File: config.mk
export PLATFORM = sky130hd
export DESIGN_NAME = tcp_rx_seg_parser
export DESIGN_NICKNAME = d
export VERILOG_FILES = /design/src/rtl/tcp_rx_seg_parser_pkg.sv /design/src/rtl/tcp_rx_hdr_capture.sv /design/src/rtl/tcp_rx_seg_parser.sv
export SDC_FILE = /design/constraint.sdc
export NUM_CORES = 1
export LEC_CHECK = 0
export ABC_AREA = 1
export CAP_MARGIN = 20
export CORE_ASPECT_RATIO = 0.6
export CORE_MARGIN = 3
export CORE_UTILIZATION = 50
export CTS_CLUSTER_DIAMETER = 40
export DETAILED_ROUTE_END_ITERATION = 12
export GPL_TIMING_DRIVEN = 0
export PLACE_DENSITY = 0.76
export SYNTH_ARGS = -nofsm -noshare
export SYNTH_HDL_FRONTEND = slang
export SYNTH_SLANG_ARGS = --single-unit
File: constraint.sdc
create_clock -name clk -period 1.7 [get_ports clk]
set_clock_uncertainty 0.05 [all_clocks]
set_input_delay 0.17 -clock clk [delete_from_list [all_inputs] [get_ports clk]]
set_output_delay 0.17 -clock clk [all_outputs]
set_load 0.01 [all_outputs]
File: src/rtl/tcp_rx_seg_parser_pkg.sv
// tcp_rx_seg_parser_pkg: shared constants and FSM state encoding for the TCP receive parser
package tcp_rx_seg_parser_pkg;
  localparam int TCP_HDR_BYTES = 20;
  localparam int TCP_MIN_DOFF = 5;
  localparam int FIN_BIT = 0;
  localparam int SYN_BIT = 1;
  localparam int RST_BIT = 2;
  localparam int PSH_BIT = 3;
  localparam int ACK_BIT = 4;
  typedef enum logic [2:0] {HDR, OPT, PAY, DROP, OUT} st_e;
endpackage

File: src/rtl/tcp_rx_hdr_capture.sv
// tcp_rx_hdr_capture: shadow registers filled from the header byte stream by byte index
module tcp_rx_hdr_capture
  import tcp_rx_seg_parser_pkg::*;
(
  input  logic        clk,
  input  logic        rst,
  input  logic        en,
  input  logic [4:0]  idx,
  input  logic [7:0]  data,
  input  logic [15:0] listen_port,
  output logic [15:0] src_port,
  output logic [15:0] dst_port,
  output logic [15:0] lport,
  output logic [31:0] seq,
  output logic [31:0] ack,
  output logic [3:0]  doff,
  output logic [4:0]  flags
);
  always_ff @(posedge clk or negedge rst)
    if (!rst) begin
      src_port <= '0;
      dst_port <= '0;
      lport    <= '0;
      seq      <= '0;
      ack      <= '0;
      doff     <= '0;
      flags    <= '0;
    end else if (en) begin
      if (idx < 5'd2) src_port <= {src_port[7:0], data};
      else if (idx < 5'd4) dst_port <= {dst_port[7:0], data};
      else if (idx < 5'd8) seq <= {seq[23:0], data};
      else if (idx < 5'd12) ack <= {ack[23:0], data};
      else if (idx == 5'd12) doff <= data[7:4];
      else if (idx == 5'd13) flags <= data[ACK_BIT:FIN_BIT];
      if (idx == 5'd3) lport <= listen_port;
    end
endmodule

File: src/rtl/tcp_rx_seg_parser.sv
// tcp_rx_seg_parser: parses TCP segment bytes, skips options, counts payload,
// filters on destination port and hands one decoded segment at a time downstream.
module tcp_rx_seg_parser
  import tcp_rx_seg_parser_pkg::*;
#(
  parameter int LEN_W     = 16,
  parameter int DROP_W    = 16,
  parameter bit FILTER_EN = 1'b1
) (
  input  logic              clk,
  input  logic              rst,
  input  logic [7:0]        in_data,
  input  logic              in_valid,
  input  logic              in_last,
  output logic              in_ready,
  input  logic [15:0]       listen_port,
  output logic              seg_valid,
  input  logic              seg_ready,
  output logic [15:0]       seg_src_port,
  output logic [15:0]       seg_dst_port,
  output logic [31:0]       seg_seq,
  output logic [31:0]       seg_ack,
  output logic              seg_fin,
  output logic              seg_syn,
  output logic              seg_rst,
  output logic              seg_psh,
  output logic              seg_ack_flag,
  output logic [LEN_W-1:0]  seg_payload_len,
  output logic [DROP_W-1:0] drop_cnt
);
  st_e              state;
  logic [4:0]       idx;
  logic [5:0]       opt_rem;
  logic [LEN_W-1:0] len, len_inc, end_len;
  logic             acc, hdr_end, go_end, go_bad, deliver, drop;
  logic [15:0]      c_src, c_dst, c_lport;
  logic [31:0]      c_seq, c_ack;
  logic [3:0]       c_doff;
  logic [4:0]       c_flags;

  tcp_rx_hdr_capture u_cap (
    .clk         (clk),
    .rst         (rst),
    .en          (acc && state == HDR),
    .idx         (idx),
    .data        (in_data),
    .listen_port (listen_port),
    .src_port    (c_src),
    .dst_port    (c_dst),
    .lport       (c_lport),
    .seq         (c_seq),
    .ack         (c_ack),
    .doff        (c_doff),
    .flags       (c_flags)
  );

  // A segment ends well only at a complete header/option boundary or in payload;
  // every other in_last is a truncated or malformed segment.
  always_comb begin
    acc     = in_valid && in_ready;
    hdr_end = idx == 5'(TCP_HDR_BYTES - 1);
    len_inc = &len ? len : len + 1'b1;
    go_end  = acc && in_last && ((state == HDR && hdr_end && c_doff == 4'(TCP_MIN_DOFF)) ||
                                 (state == OPT && opt_rem == 6'd1) || state == PAY);
    go_bad  = acc && in_last && !go_end;
    deliver = go_end && (!FILTER_EN || c_dst == c_lport);
    drop    = go_bad || (go_end && !deliver);
    end_len = state == PAY ? len_inc : '0;
  end

  always_ff @(posedge clk or negedge rst)
    if (!rst) begin
      state           <= HDR;
      idx             <= '0;
      opt_rem         <= '0;
      len             <= '0;
      in_ready        <= 1'b1;
      seg_valid       <= 1'b0;
      seg_src_port    <= '0;
      seg_dst_port    <= '0;
      seg_seq         <= '0;
      seg_ack         <= '0;
      seg_fin         <= 1'b0;
      seg_syn         <= 1'b0;
      seg_rst         <= 1'b0;
      seg_psh         <= 1'b0;
      seg_ack_flag    <= 1'b0;
      seg_payload_len <= '0;
      drop_cnt        <= '0;
    end else if (drop) begin
      drop_cnt <= &drop_cnt ? drop_cnt : drop_cnt + 1'b1;
      state    <= HDR;
      idx      <= '0;
    end else if (deliver) begin
      state           <= OUT;
      idx             <= '0;
      in_ready        <= 1'b0;
      seg_valid       <= 1'b1;
      seg_src_port    <= c_src;
      seg_dst_port    <= c_dst;
      seg_seq         <= c_seq;
      seg_ack         <= c_ack;
      seg_fin         <= c_flags[FIN_BIT];
      seg_syn         <= c_flags[SYN_BIT];
      seg_rst         <= c_flags[RST_BIT];
      seg_psh         <= c_flags[PSH_BIT];
      seg_ack_flag    <= c_flags[ACK_BIT];
      seg_payload_len <= end_len;
    end else begin
      case (state)
        HDR: if (acc) begin
          idx     <= hdr_end ? '0 : idx + 5'd1;
          opt_rem <= {c_doff, 2'b00} - 6'(TCP_HDR_BYTES);
          len     <= '0;
          if (hdr_end)
            state <= c_doff < 4'(TCP_MIN_DOFF) ? DROP : c_doff > 4'(TCP_MIN_DOFF) ? OPT : PAY;
        end
        OPT: if (acc) begin
          opt_rem <= opt_rem - 6'd1;
          if (opt_rem == 6'd1) state <= PAY;
        end
        PAY: if (acc) len <= len_inc;
        DROP: ;
        OUT: if (seg_ready) begin
          state     <= HDR;
          seg_valid <= 1'b0;
          in_ready  <= 1'b1;
        end
        default: state <= HDR;
      endcase
    end
endmodule
After elaboration in Yosys (flattened, before gate mapping):

Cells that the tools add are included.

* output and inout port bits: 135
* bits in registers: 286
* input port bits: 29
* word-level logic and storage cells: 131

* equal/unequal tests: 20
* magnitude comparators: 6
* $add $sub $neg: 5
* muxes and demuxes: 29
* bitwise gates (word level): 8
* reduce and logical (&&, ||, !) cells: 39

Operator list (number)
* $mux W16: 4
* $add A16 B1 Y16 const B: 2
* $pmux W16 S2: 1
* $reduce_and A16 Y1: 2
* $mux W5: 5
* $mux W3: 7
* $eq A16 B16 Y1: 1
* $ne A4 B4 Y1 const B: 4
* $reduce_and A5 Y1: 3
* $mux W6: 2
* $pmux W3 S4: 1
* $pmux W6 S2: 1
* $reduce_and A6 Y1: 2
* $eq A5 B4 Y1 const B: 2
* $logic_and A1 B1 Y1: 10
* $lt A5 B4 Y1 const B: 2
* $reduce_and A2 Y1: 5
* $not A1 Y1: 8
* $reduce_bool A2 Y1: 4
* $reduce_and A7 Y1: 1
* $eq A3 B2 Y1 const B: 2
* $eq A6 B1 Y1 const B: 1
* $mux W1: 6
* $ne A2 B2 Y1 const B: 3
* other kinds (22): 28

Logic depth before layout (Yosys ltp):

Gate-level depths: netlist of run 1.

* depth after elaboration: 12
* gate-level depth with buffers: 13
* gate-level depth less buffers: 11

By module:

From an unflattened synthesis of run 1, not the netlist that was laid out.

* cells, all modules: 1564
* area, all modules: 12683.4 sq um

Modules (own cells, without submodules)
* tcp_rx_seg_parser: instances 1, cells an instance 1058, area each 7952.6 sq um
* tcp_rx_hdr_capture: instances 1, cells an instance 506, area each 4730.8 sq um

Worst setup path before layout of run 1:

OpenSTA, ideal clock, no wires.

* path type: register -> register
* start point: register in_ready
* end point: register drop_cnt[6]
* required time: 1533 ps
* data arrival time: 1659 ps
* clock period less this slack: 1826 ps
* stages on the path, launching flop included: 9
* path slack: -126 ps
* path through: dfstp_2 nand2_1 nor2_2 inv_1 a21oi_2 nand2_2 buf_4 nand2_1 nand2_1

* word-level cells in the longest chain between the ends: 8
* elaborated cells on any way between the ends: 10

RTL lines
* start: declaration: line tcp_rx_seg_parser.sv:15 `output logic in_ready,`
* start signal: assignment: line tcp_rx_seg_parser.sv:77 `in_ready <= 1'b1;`
* start signal: assignment: line tcp_rx_seg_parser.sv:97 `in_ready <= 1'b0;`
* start signal: assignment: line tcp_rx_seg_parser.sv:127 `in_ready <= 1'b1;`
* $logic_and A1 B1 Y1 *: line tcp_rx_seg_parser.sv:60 `acc = in_valid && in_ready;`
* $logic_and A1 B1 Y1 *: line tcp_rx_seg_parser.sv:63, tcp_rx_seg_parser.sv:65
* $logic_and A1 B1 Y1: line tcp_rx_seg_parser.sv:63 `go_end = acc && in_last && ((state == HDR && hdr_end && c_doff == 4'(TCP_MIN_DOFF)) ||`
* $logic_and A1 B1 Y1: line tcp_rx_seg_parser.sv:66 `deliver = go_end && (!FILTER_EN || c_dst == c_lport);`
* $logic_not A1 Y1: line tcp_rx_seg_parser.sv:67 `drop = go_bad || (go_end && !deliver);`
* $logic_and A1 B1 Y1: line tcp_rx_seg_parser.sv:67
* $logic_or A1 B1 Y1 *: line tcp_rx_seg_parser.sv:67
* $reduce_and A2 Y1 (no line) *
* end signal: assignment: line tcp_rx_seg_parser.sv:91 `drop_cnt <= &drop_cnt ? drop_cnt : drop_cnt + 1'b1;`
* end: declaration: line tcp_rx_seg_parser.sv:29 `output logic [DROP_W-1:0] drop_cnt`

Mark *: on every way between the ends. The rest lies on a longest branch, timed or not.
A chain may end at the register's enable or synchronous reset.

Worst setup path in the final report of run 1:

* start point: register u_cap.dst_port[13]
* end point: register seg_seq[9]

* word-level cells in the longest chain between the ends: 7

RTL lines
* start: declaration: line tcp_rx_hdr_capture.sv:12 `output logic [15:0] dst_port,`
* start signal: assignment: line tcp_rx_hdr_capture.sv:30 `else if (idx < 5'd4) dst_port <= {dst_port[7:0], data};`
* $eq A16 B16 Y1 *: line tcp_rx_seg_parser.sv:66
* $logic_and A1 B1 Y1 *: line tcp_rx_seg_parser.sv:66
* $logic_not A1 Y1: line tcp_rx_seg_parser.sv:67
* $logic_and A1 B1 Y1: line tcp_rx_seg_parser.sv:67
* $logic_or A1 B1 Y1: line tcp_rx_seg_parser.sv:67
* $not A1 Y1 (no line)
* $reduce_and A2 Y1 (no line) *
* end signal: assignment: line tcp_rx_seg_parser.sv:101 `seg_seq <= c_seq;`
* end: declaration: line tcp_rx_seg_parser.sv:21 `output logic [31:0] seg_seq,`

Marked as above.

==> results of run 1 <==
cell usage after synthesis, types with 2 or more instances:
cell	instances	area [µm²]
ha_1	8	100.1
nand3_1	57	285.3
o21ai_0	77	385.4
nand4_1	12	75.07
nor2_1	91	341.6
nand2_1	616	2312
o21ai_1	12	60.06
nand3_2	3	30.03
a31oi_1	3	18.77
nor3_1	7	35.03
buf_6	8	90.09
nor2_2	2	12.51
nand2_2	4	25.02
mux2_1	4	45.04
o22ai_1	2	12.51
clkbuf_1	17	63.81
inv_2	8	30.03
dfrtp_1	285	7132
buf_2	24	120.1
inv_1	115	431.7
a21oi_1	41	205.2
xnor2_1	3	26.28
mux2_2	23	259.0
xor2_1	16	140.1
nor2_4	4	45.04
worst max-delay path, delay by kind of cell (launching register included):
family / cells / cell delay (ns)
buffers and inverters: 4 / 0.54
DFF: 1 / 0.44
and+or+nand+nor: 9 / 0.86
routing by layer:
metal | vias to the layer above | wire (µm) | track usage [%]
li1 | 5199 | - | -
met1 | 5651 | 17390 | 41.01
met5 | - | 0 | 0
met3 | 103 | 3516 | 5.918
met2 | 557 | 18040 | 39.81
met4 | 0 | 1008 | 5.035
layout make-up:
cell class / instances / area share, %
multi-input combinational: 997 / 31.58
timing repair buffer: 279 / 15.48
buffer: 51 / 3.850
clock buffer: 38 / 4.679
inverter: 123 / 2.601
clock inverter: 18 / 0.7266
tap: 315 / 2.139
sequential: 286 / 38.94
final timing paths:
| check | start | to | slack (ns) | depth (start not counted) |
|---|---|---|---|---|
| worst min-delay path | rst | seg_ack[28] | 0.06 | 2 |
| max in group asynchronous | rst | idx[2] | 0.60 | 3 |
| worst min register to register | seg_src_port[11] | seg_src_port[11] | 0.42 | 2 |
| min in group clk | listen_port[0] | u_cap.lport[0] | 0.15 | 3 |
| worst max register to register | u_cap.dst_port[13] | seg_seq[9] | -0.27 | 13 |
| worst max-delay path | u_cap.dst_port[13] | seg_seq[9] | -0.27 | 13 |
what timing repair did:
| item | in CTS | in global routing |
|---|---|---|
| cloned | 18 | 9 |
| hold buffers | 1 | 0 |
| setup endpoints to repair | 341 | 338 |
| setup buffers | 47 | 42 |
| endpoints found under the hold margin | 285 | 0 |
| pin swaps | 60 | 92 |
| resized for setup | 386 | 280 |
cells in the final DEF, fill, tap and decap left out, drive strengths merged:
cell           instances
dlymetal6s2s           1
o211ai                 1
o21ai                 90
xnor2                  3
o22ai                  2
a22oi                  1
a211oi                 1
nand4                 12
dfstp                  1
dlygate4sd2           69
a32o                   1
ha                     8
clkinvlp               7
or2                    1
clkbuf                57
xor2                  16
nor3                   7
dfrtp                285
dlygate4sd3            1
clkdlybuf4s50         91
inv                  126
nor4                   1
nand3                 61
buf                  149
a31oi                  3
o21a                   1
nor2                  97
mux2                  27
nand2                622
clkinv                 8
a21oi                 42
kinds of logic after synthesis:
kind of cell | Yosys count | share of synthesized area (%)
compound gates | 142 | 5.963
xor+xnor | 19 | 1.342
buf+inv | 174 | 6.024
flops | 286 | 57.72
fa+ha+maj | 8 | 0.8072
mux | 27 | 2.452
simple gates | 799 | 25.69
registers in the layout (all words and copies together) (netlist names), 32 cells and up:
register   flops
seg_ack       32
seg_seq       32
u_cap.ack     32
u_cap.seq     32
power groups by stage:
stage,clock network [mW],registers [mW],logic (mW)
after global placement,0,9.38,3.12
after CTS,6.58,9.39,4.34
after global routing,6.93,9.88,6.06
final,6.57,9.74,5.57
after floorplan,0,9.06,2.38
after detailed placement,0,9.41,3.29
==> impl_metrics.csv, run 1 <==
group,metric,value,unit
timing,max_clock_freq,508.9,MHz
cells_and_area,drive_gt1_share,31.47,%
clock_network,clk_latency,0.57,ns
pwr,p_leak,9.689,nW
yosys,async_reset_ff_share,100.0,%
floorplanning,rows,43,
critical_path,cp_data_required_time,2.15,ns
route,num_vias,11510,
grt,grt_usage,26.80,%
critical_path,worstSetupEndpointType,"flip-flop",
cells_and_area,diodes,0,
critical_path,crit_type,"flip-flop to flip-flop",
cells_and_area,utilization,77.66,%
placement,place_inst,1935,
grt,grt_pass1_wl,57.48,mm
grt,grt-ovfl-total,0,
grt,antenna_found_initial,0,
critical_path,crit_fanout,8,
timing,period_share,115.6,%
yosys,synth_edf_count,0,
timing,hold_viol_final,0,
clock_network,h-tree-depth,1,
timing,setup_ws,-0.2651,ns
cells_and_area,regArea,7176,µm²
route,ant_nets,0,
clock_network,cts_max_path_buffers,3,
pwr,total_power,21.89,mW
cells_and_area,fin_area,18430,µm²
timing,tightest_slew,0.6215,ns
critical_path,start_kind,"flip-flop",
pwr,seq_power_share,44.5,%
critical_path,crit_path_cell_trace,"inv_1 -> nand2_1 -> nand2_2 -> nor2_2 -> nand2_2 -> nor2_4 -> nand2_4 -> nor2_4 -> buf_12 -> buf_4 -> clkbuf_16 -> nand2_1 -> nand2_1",
timing,slew_viol_final,0,
clock_network,cts_num_sinks,286,
yosys,synth_nets,1492,
timing,rsz0062_at_grt,"yes",
critical_path,crit_arrival,2.41,ns
clock_network,cts_buffers,30,
route,wl_per_cell,18.96,µm
clock_network,cts_tree,"done",
pwr,p_comb_share,25.5,%
critical_path,slowest_stage,"dfrtp_1",
clock_network,ctsRootBufferMaster,"clkbuf_16",
yosys,synthCells,1455,
pwr,clockPowerShare,30.0,%
pwr,p_int,14.33,mW
pwr,powerDensity,1188,nW/µm²
clock_network,path_clk_slew,0.07,ns
pwr,p_sw_share,34.53,%
pwr,ir_worst_vdd,0.8386,mV
floorplanning,die_x,209.3,µm
route,drt_iter0_drc,1034,
flow_run,cap_violations,0,
floorplanning,pin_count,164,
worst_hold_path,hold_class,"input port to asynchronous set/reset pin",
yosys,synth_seq_cells,286,
route,viasPerCell,5.463,
placement,post_dp_cell_area,14550,µm²
pwr,p_sw,7.556,mW
placement,place_congestion,0.9036,
cells_and_area,multi_input_area,5819,µm²
placement,io_buffers,163,
route,wirelength,39.96,mm
timing,relSlewSlack,58.57,%
placement,dp_hpwl,22.88,mm
yosys,yosys_warnings,0,
grt,grt_start_max_net_pins,124,
yosys,synth_cell_type_count,38,
route,drc,0,
floorplanning,initial_core_util,52.26,%
route,dr.pass1.iters,5,
cells_and_area,fill_cells,1547,
timing,final-setup-viol-count,253,
timing,fin_setup_tns,-39.16,ns
timing,min_period,1.965,ns
floorplanning,die_y,128.0,µm
yosys,netlist_area,12400,µm²
placement,place_ws,-0.5921,ns
grt,grt_pass1_vias,10670,
critical_path,crit_top_cell,"nand2_1",
cells_and_area,fin_cells,2107,
outcome,failed_checks,"negative setup slack",
floorplanning,core_area,23730,µm²
critical_path,slowest_delay,0.44,ns
yosys,synth-seq-area-share,57.72,%
cells_and_area,areaGrowthSynthToFinish,48.58,%
timing,holdWs,0.05769,ns
floorplanning,fp.dieArea,26790,µm²
yosys,syn_avg_cell_area,8.523,µm²
cells_and_area,nets,1805,
yosys,synth_flop_cell,"dfrtp_1",
outcome,status,"finished with violations",
Power figures use the tool's default switching activity.
==> inputs of run 2 (changes only) <==
--- a/config.mk
+++ b/config.mk
@@ -7,13 +7,14 @@
 export LEC_CHECK = 0
 export ABC_AREA = 1
 export CAP_MARGIN = 20
-export CORE_ASPECT_RATIO = 0.6
 export CORE_MARGIN = 3
 export CORE_UTILIZATION = 50
 export CTS_CLUSTER_DIAMETER = 40
 export DETAILED_ROUTE_END_ITERATION = 12
 export GPL_TIMING_DRIVEN = 0
 export PLACE_DENSITY = 0.76
+export REMOVE_ABC_BUFFERS = 1
 export SYNTH_ARGS = -nofsm -noshare
 export SYNTH_HDL_FRONTEND = slang
 export SYNTH_SLANG_ARGS = --single-unit
+export TNS_END_PERCENT = 10
==> impl_metrics.csv, run 2 (synthesis results as in run 1) <==
group,metric,value,unit
clock_network,cts_max_path_buffers,3,
cells_and_area,multi_input_area,5020,µm²
clock_network,path_clk_slew,0.06,ns
timing,period_share,118.8,%
critical_path,crit_fanout,17,
grt,top_usage_layer,"met2",
timing,min_period,2.020,ns
critical_path,crit_type,"flip-flop to flip-flop",
clock_network,ctsRootBufferMaster,"clkbuf_16",
critical_path,worstSetupEndpointType,"flip-flop",
cells_and_area,diodes,0,
cells_and_area,drive_gt1_share,18.27,%
timing,fin_setup_tns,-46.16,ns
clock_network,cts_num_sinks,286,
grt,antenna_found_initial,0,
floorplanning,rows,57,
grt,grtUsageMet3,4.261,%
timing,slew_viol_final,0,
cells_and_area,fin_cells,2054,
grt,grt_pass1_vias,10390,
route,drc,0,
critical_path,critical_path_buf_inv_count,2,
clock_network,clk_latency,0.52,ns
grt,grt_start_max_net_pins,120,
critical_path,cp_data_required_time,2.04,ns
cells_and_area,layout_common_cells,"nand2_1, dfrtp_1, clkdlybuf4s50_1",
grt,grt-ovfl-total,0,
floorplanning,die_y,163.5,µm
floorplanning,fp.dieArea,26730,µm²
timing,relSlewSlack,60.17,%
timing,setup_ws,-0.3197,ns
cells_and_area,areaGrowthSynthToFinish,39.09,%
route,dr.pass1.iters,5,
outcome,failed_checks,"negative hold slack, negative setup slack",
cells_and_area,fin_area,17250,µm²
critical_path,r2r_slack,-0.32,ns
grt,grt_pass1_wl,53.48,mm
route,num_vias,10680,
cells_and_area,fill_cells,1793,
floorplanning,core_area,24320,µm²
critical_path,slowest_delay,0.42,ns
critical_path,crit_arrival,2.36,ns
critical_path,reg2reg_depth,11,
timing,rsz0062_at_grt,"yes",
flow_run,cap_violations,0,
critical_path,crit_family,"simple AND/OR/NAND/NOR gates",
route,viasPerCell,5.198,
critical_path,worstReg2RegEnd,"seg_dst_port[10]",
clock_network,h-tree-depth,2,
worst_hold_path,hold_class,"input port to asynchronous set/reset pin",
outcome,status,"finished with violations",
critical_path,crit_top_cell,"nand2_1",
route,drt_iter0_drc,857,
placement,place_inst,1903,
placement,post_dp_cell_area,14420,µm²
pwr,p_leak,8.842,nW
floorplanning,die_x,163.5,µm
grt,grt_usage,25.17,%
route,wl_per_cell,17.00,µm
cells_and_area,regArea,7176,µm²
timing,final-setup-viol-count,255,
pwr,ir_worst_vdd,0.8341,mV
grt,use_met1,33.58,%
timing,holdWs,-0.5088,ns
timing,hold_viol_final,92,
grt,grtUsageMet2,42.35,%
placement,place_ws,-1.172,ns
clock_network,cts_buffers,41,
clock_network,cts_tree,"done",
critical_path,regToRegStartpoint,"idx[0]",
pwr,powerDensity,1265,nW/µm²
placement,dp_hpwl,19.08,mm
route,ant_nets,0,
placement,io_buffers,163,
pwr,total_power,21.81,mW
timing,tightest_slew,0.5975,ns
critical_path,crit_path_cell_trace,"ha_4 -> nand2_1 -> nor2_2 -> nand3_2 -> nand3_4 -> nand2_8 -> inv_8 -> nand2_8 -> buf_16 -> nand2_1 -> nand2_1",
cells_and_area,utilization,70.92,%
floorplanning,pin_count,164,
placement,place_congestion,0.8706,
critical_path,start_kind,"flip-flop",
route,wirelength,34.92,mm
cells_and_area,nets,1736,
floorplanning,initial_core_util,50.99,%
cells_and_area,final_common_cell,"nand2_1",
critical_path,slowest_stage,"dfrtp_2",
timing,max_clock_freq,495.1,MHz
## run 2: cell count changes in the layout (fill, tap and decap cells not counted), moves of 19 or more
cell | previous run | this run
nand2_1 | 476 | 572
nand2_2 | 89 | 39
nand2_4 | 56 | 7
dlygate4sd2_1 | 69 | 22
clkdlybuf4s50_1 | 91 | 129
buf_4 | 76 | 41
a21oi_1 | 12 | 37
o21ai_2 | 31 | 6
o21ai_0 | 31 | 54
a21oi_2 | 24 | 4
buf_8 | 24 | 5
## run 2: metal layers
layer  routed length, µm  vias to the layer above
met4                1040                        0
met2               17170                      341
met1               14750                     5208
li1                    -                     5063
met3                1947                       65
met5                   0                        -
## run 2: final cells by class
cell class                 count  area share (%)
clock buffer                  52           6.485
clock inverter                22           1.335
inverter                     123           2.836
multi-input combinational   1000           29.10
sequential                   286           41.60
tap                          324           2.350
timing repair buffer         246           16.24
timing repair inverter         1         0.04353
## run 2: power breakdown
part / total [mW] / switching (mW) / internal (mW)
Combinational: 4.19 / 2.46 / 1.73
Sequential: 9.35 / 1.15 / 8.20
Clock: 8.27 / 3.13 / 5.15
## run 2: how the worst max path moves through the flow
stage,start,end,slack [ns],cells past startpoint
2_1_floorplan,in_ready,u_cap.seq[10],-1.20,4
3_3_place_gp,rst,len[12],-11.80,1
6_report,idx[0],seg_dst_port[10],-0.32,11
5_1_grt,u_cap.dst_port[3],seg_dst_port[3],-0.41,13
3_5_place_dp,in_valid,u_cap.ack[11],-1.17,7
4_1_cts,u_cap.dst_port[2],seg_seq[11],-0.35,12
## run 2: worst register-to-register path, delay by kind of cell (launching register included)
kind                       cells  cell delay (ns)
buffers and inverters          2             0.35
DFF                            1             0.42
and+or+nand+nor                8             0.89
adders and majority gates      1             0.18
## run 2: repair_timing
item,4_1_cts,5_1_grt
setup buffers,39,21
gates cloned,12,5
endpoints found under the hold margin,53,53
gates resized for setup,128,106
setup endpoints to repair,294,296
pin swaps,23,30
==> inputs of run 3 (changes only) <==
--- a/config.mk
+++ b/config.mk
@@ -9,7 +9,6 @@
 export CAP_MARGIN = 20
 export CORE_MARGIN = 3
 export CORE_UTILIZATION = 50
-export CTS_CLUSTER_DIAMETER = 40
 export DETAILED_ROUTE_END_ITERATION = 12
 export GPL_TIMING_DRIVEN = 0
 export PLACE_DENSITY = 0.76
==> impl_metrics.csv, run 3 (synthesis results as in run 1) <==
group,metric,value,unit
timing,min_period,2.087,ns
timing,slew_viol_final,0,
floorplanning,core_area,24320,µm²
clock_network,path_clk_slew,0.06,ns
clock_network,ctsHoldBuffers,1,
route,ant_nets,0,
clock_network,cts_num_sinks,286,
timing,final-setup-viol-count,252,
clock_network,cts_buffers,30,
cells_and_area,final_common_cell,"nand2_1",
pwr,p_comb_share,20.9,%
timing,hold_viol_final,53,
cells_and_area,fin_cells,2035,
placement,place_inst,1903,
route,drt_iter0_drc,858,
cells_and_area,utilization,70.57,%
timing,period_share,122.8,%
grt,grt_pass1_wl,53.48,mm
floorplanning,die_x,163.5,µm
timing,fin_setup_tns,-50.32,ns
route,drc,0,
pwr,total_power,20.03,mW
timing,tightest_slew,0.6294,ns
timing,holdWs,-0.3112,ns
cells_and_area,nets,1727,
critical_path,start_kind,"flip-flop",
placement,place_congestion,0.8706,
grt,grt_pass1_vias,10330,
clock_network,clk_latency,0.55,ns
pwr,ir_worst_vdd,0.9014,mV
pwr,p_sw,6.322,mW
pwr,p_int,13.71,mW
critical_path,crit_arrival,2.48,ns
placement,dp_hpwl,19.08,mm
placement,place_ws,-1.172,ns
outcome,failed_checks,"negative hold slack, negative setup slack",
pwr,clockPowerShare,32.2,%
grt,grt_start_max_net_pins,120,
placement,io_buffers,163,
cells_and_area,diodes,0,
pwr,p_sw_share,31.56,%
outcome,status,"finished with violations",
clock_network,h-tree-depth,1,
route,viasPerCell,5.229,
worst_hold_path,hold_class,"input port to asynchronous set/reset pin",
floorplanning,initial_core_util,50.99,%
route,dr.pass1.iters,7,
timing,max_clock_freq,479.1,MHz
clock_network,cts_max_path_buffers,3,
clock_network,cts_tree,"done",
pwr,p_leak,9.364,nW
grt,antenna_found_initial,0,
critical_path,worstSetupEndpointType,"flip-flop",
cells_and_area,areaGrowthSynthToFinish,38.40,%
critical_path,crit_fanout,10,
timing,relSlewSlack,58.04,%
placement,post_dp_cell_area,14420,µm²
route,wirelength,35.32,mm
route,wl_per_cell,17.35,µm
cells_and_area,fill_cells,1770,
critical_path,cp_data_required_time,2.09,ns
route,num_vias,10640,
cells_and_area,layout_common_cells,"nand2_1, dfrtp_1, inv_1",
cells_and_area,fin_area,17160,µm²
timing,setup_ws,-0.3873,ns
floorplanning,rows,57,
floorplanning,pin_count,164,
grt,grt-ovfl-total,0,
grt,grt_usage,24.98,%
clock_network,ctsRootBufferMaster,"clkbuf_16",
timing,rsz0062_at_grt,"yes",
critical_path,crit_type,"flip-flop to flip-flop",
pwr,powerDensity,1167,nW/µm²
cells_and_area,drive_gt1_share,19.35,%
floorplanning,fp.dieArea,26730,µm²
floorplanning,die_y,163.5,µm
pwr,seq_power_share,46.9,%
flow_run,cap_violations,0,
==> run 3: worst paths after layout <==
path                                            to  cells after the start            from  slack, ns
worst min-delay path               seg_src_port[6]                      2             rst      -0.31
max in group asynchronous       seg_payload_len[9]                      4             rst       0.48
min in group clk                    u_cap.lport[4]                      3  listen_port[4]       0.16
worst max-delay path                  u_cap.ack[5]                      6        state[2]      -0.39
worst min register to register         seg_seq[18]                      2     seg_seq[18]       0.42
worst max register to register        u_cap.ack[5]                      6        state[2]      -0.39
==> run 3: layout make-up <==
cell class                      count  area (µm²)  share of cell area, %
Clock inverter                     10       75.07                 0.4374
Timing Repair inverter              1       7.507                0.04374
Multi-Input combinational cell   1000        5117                  29.82
Tap cell                          324       405.4                  2.362
Sequential cell                   286        7172                  41.79
Inverter                          123       486.7                  2.836
Clock buffer                       43       900.9                  5.249
Timing Repair Buffer              248        2998                  17.47
==> run 3: what timing repair did <==
| action | CTS | global route |
|---|---|---|
| buffers inserted | 42 | 9 |
| pin swaps | 32 | 72 |
| hold endpoints to repair | 70 | 52 |
| gates resized for setup | 178 | 150 |
| setup endpoints to repair | 322 | 428 |
| cloned | 13 | 14 |
==> run 3: worst max-delay path: stages, from the launching register on <==
cell and delay (ns):
dfrtp_2 0.44, nor2_4 0.21, nand2_4 0.10, nor2_4 0.15
buf_6 0.16, nand4_1 0.48, o21ai_0 0.40
==> run 3: power by group through the flow <==
stage                     registers [mW]  clock network, mW  logic [mW]
final                               9.39               6.46        4.19
after global routing                9.55               6.82        4.68
after CTS                           9.25               6.55        3.81
after detailed placement            9.30                  0        3.26
after global placement              9.25                  0        3.06
after floorplan                     9.04                  0        2.35
==> run 3: layer usage <==
layer | vias up | track usage (%) | routed length [µm]
met5 | - | 0 | 0
met4 | 0 | 7.536 | 1002
met3 | 73 | 2.688 | 2152
met2 | 338 | 42.93 | 17400
met1 | 5197 | 33.67 | 14760
li1 | 5033 | - | -
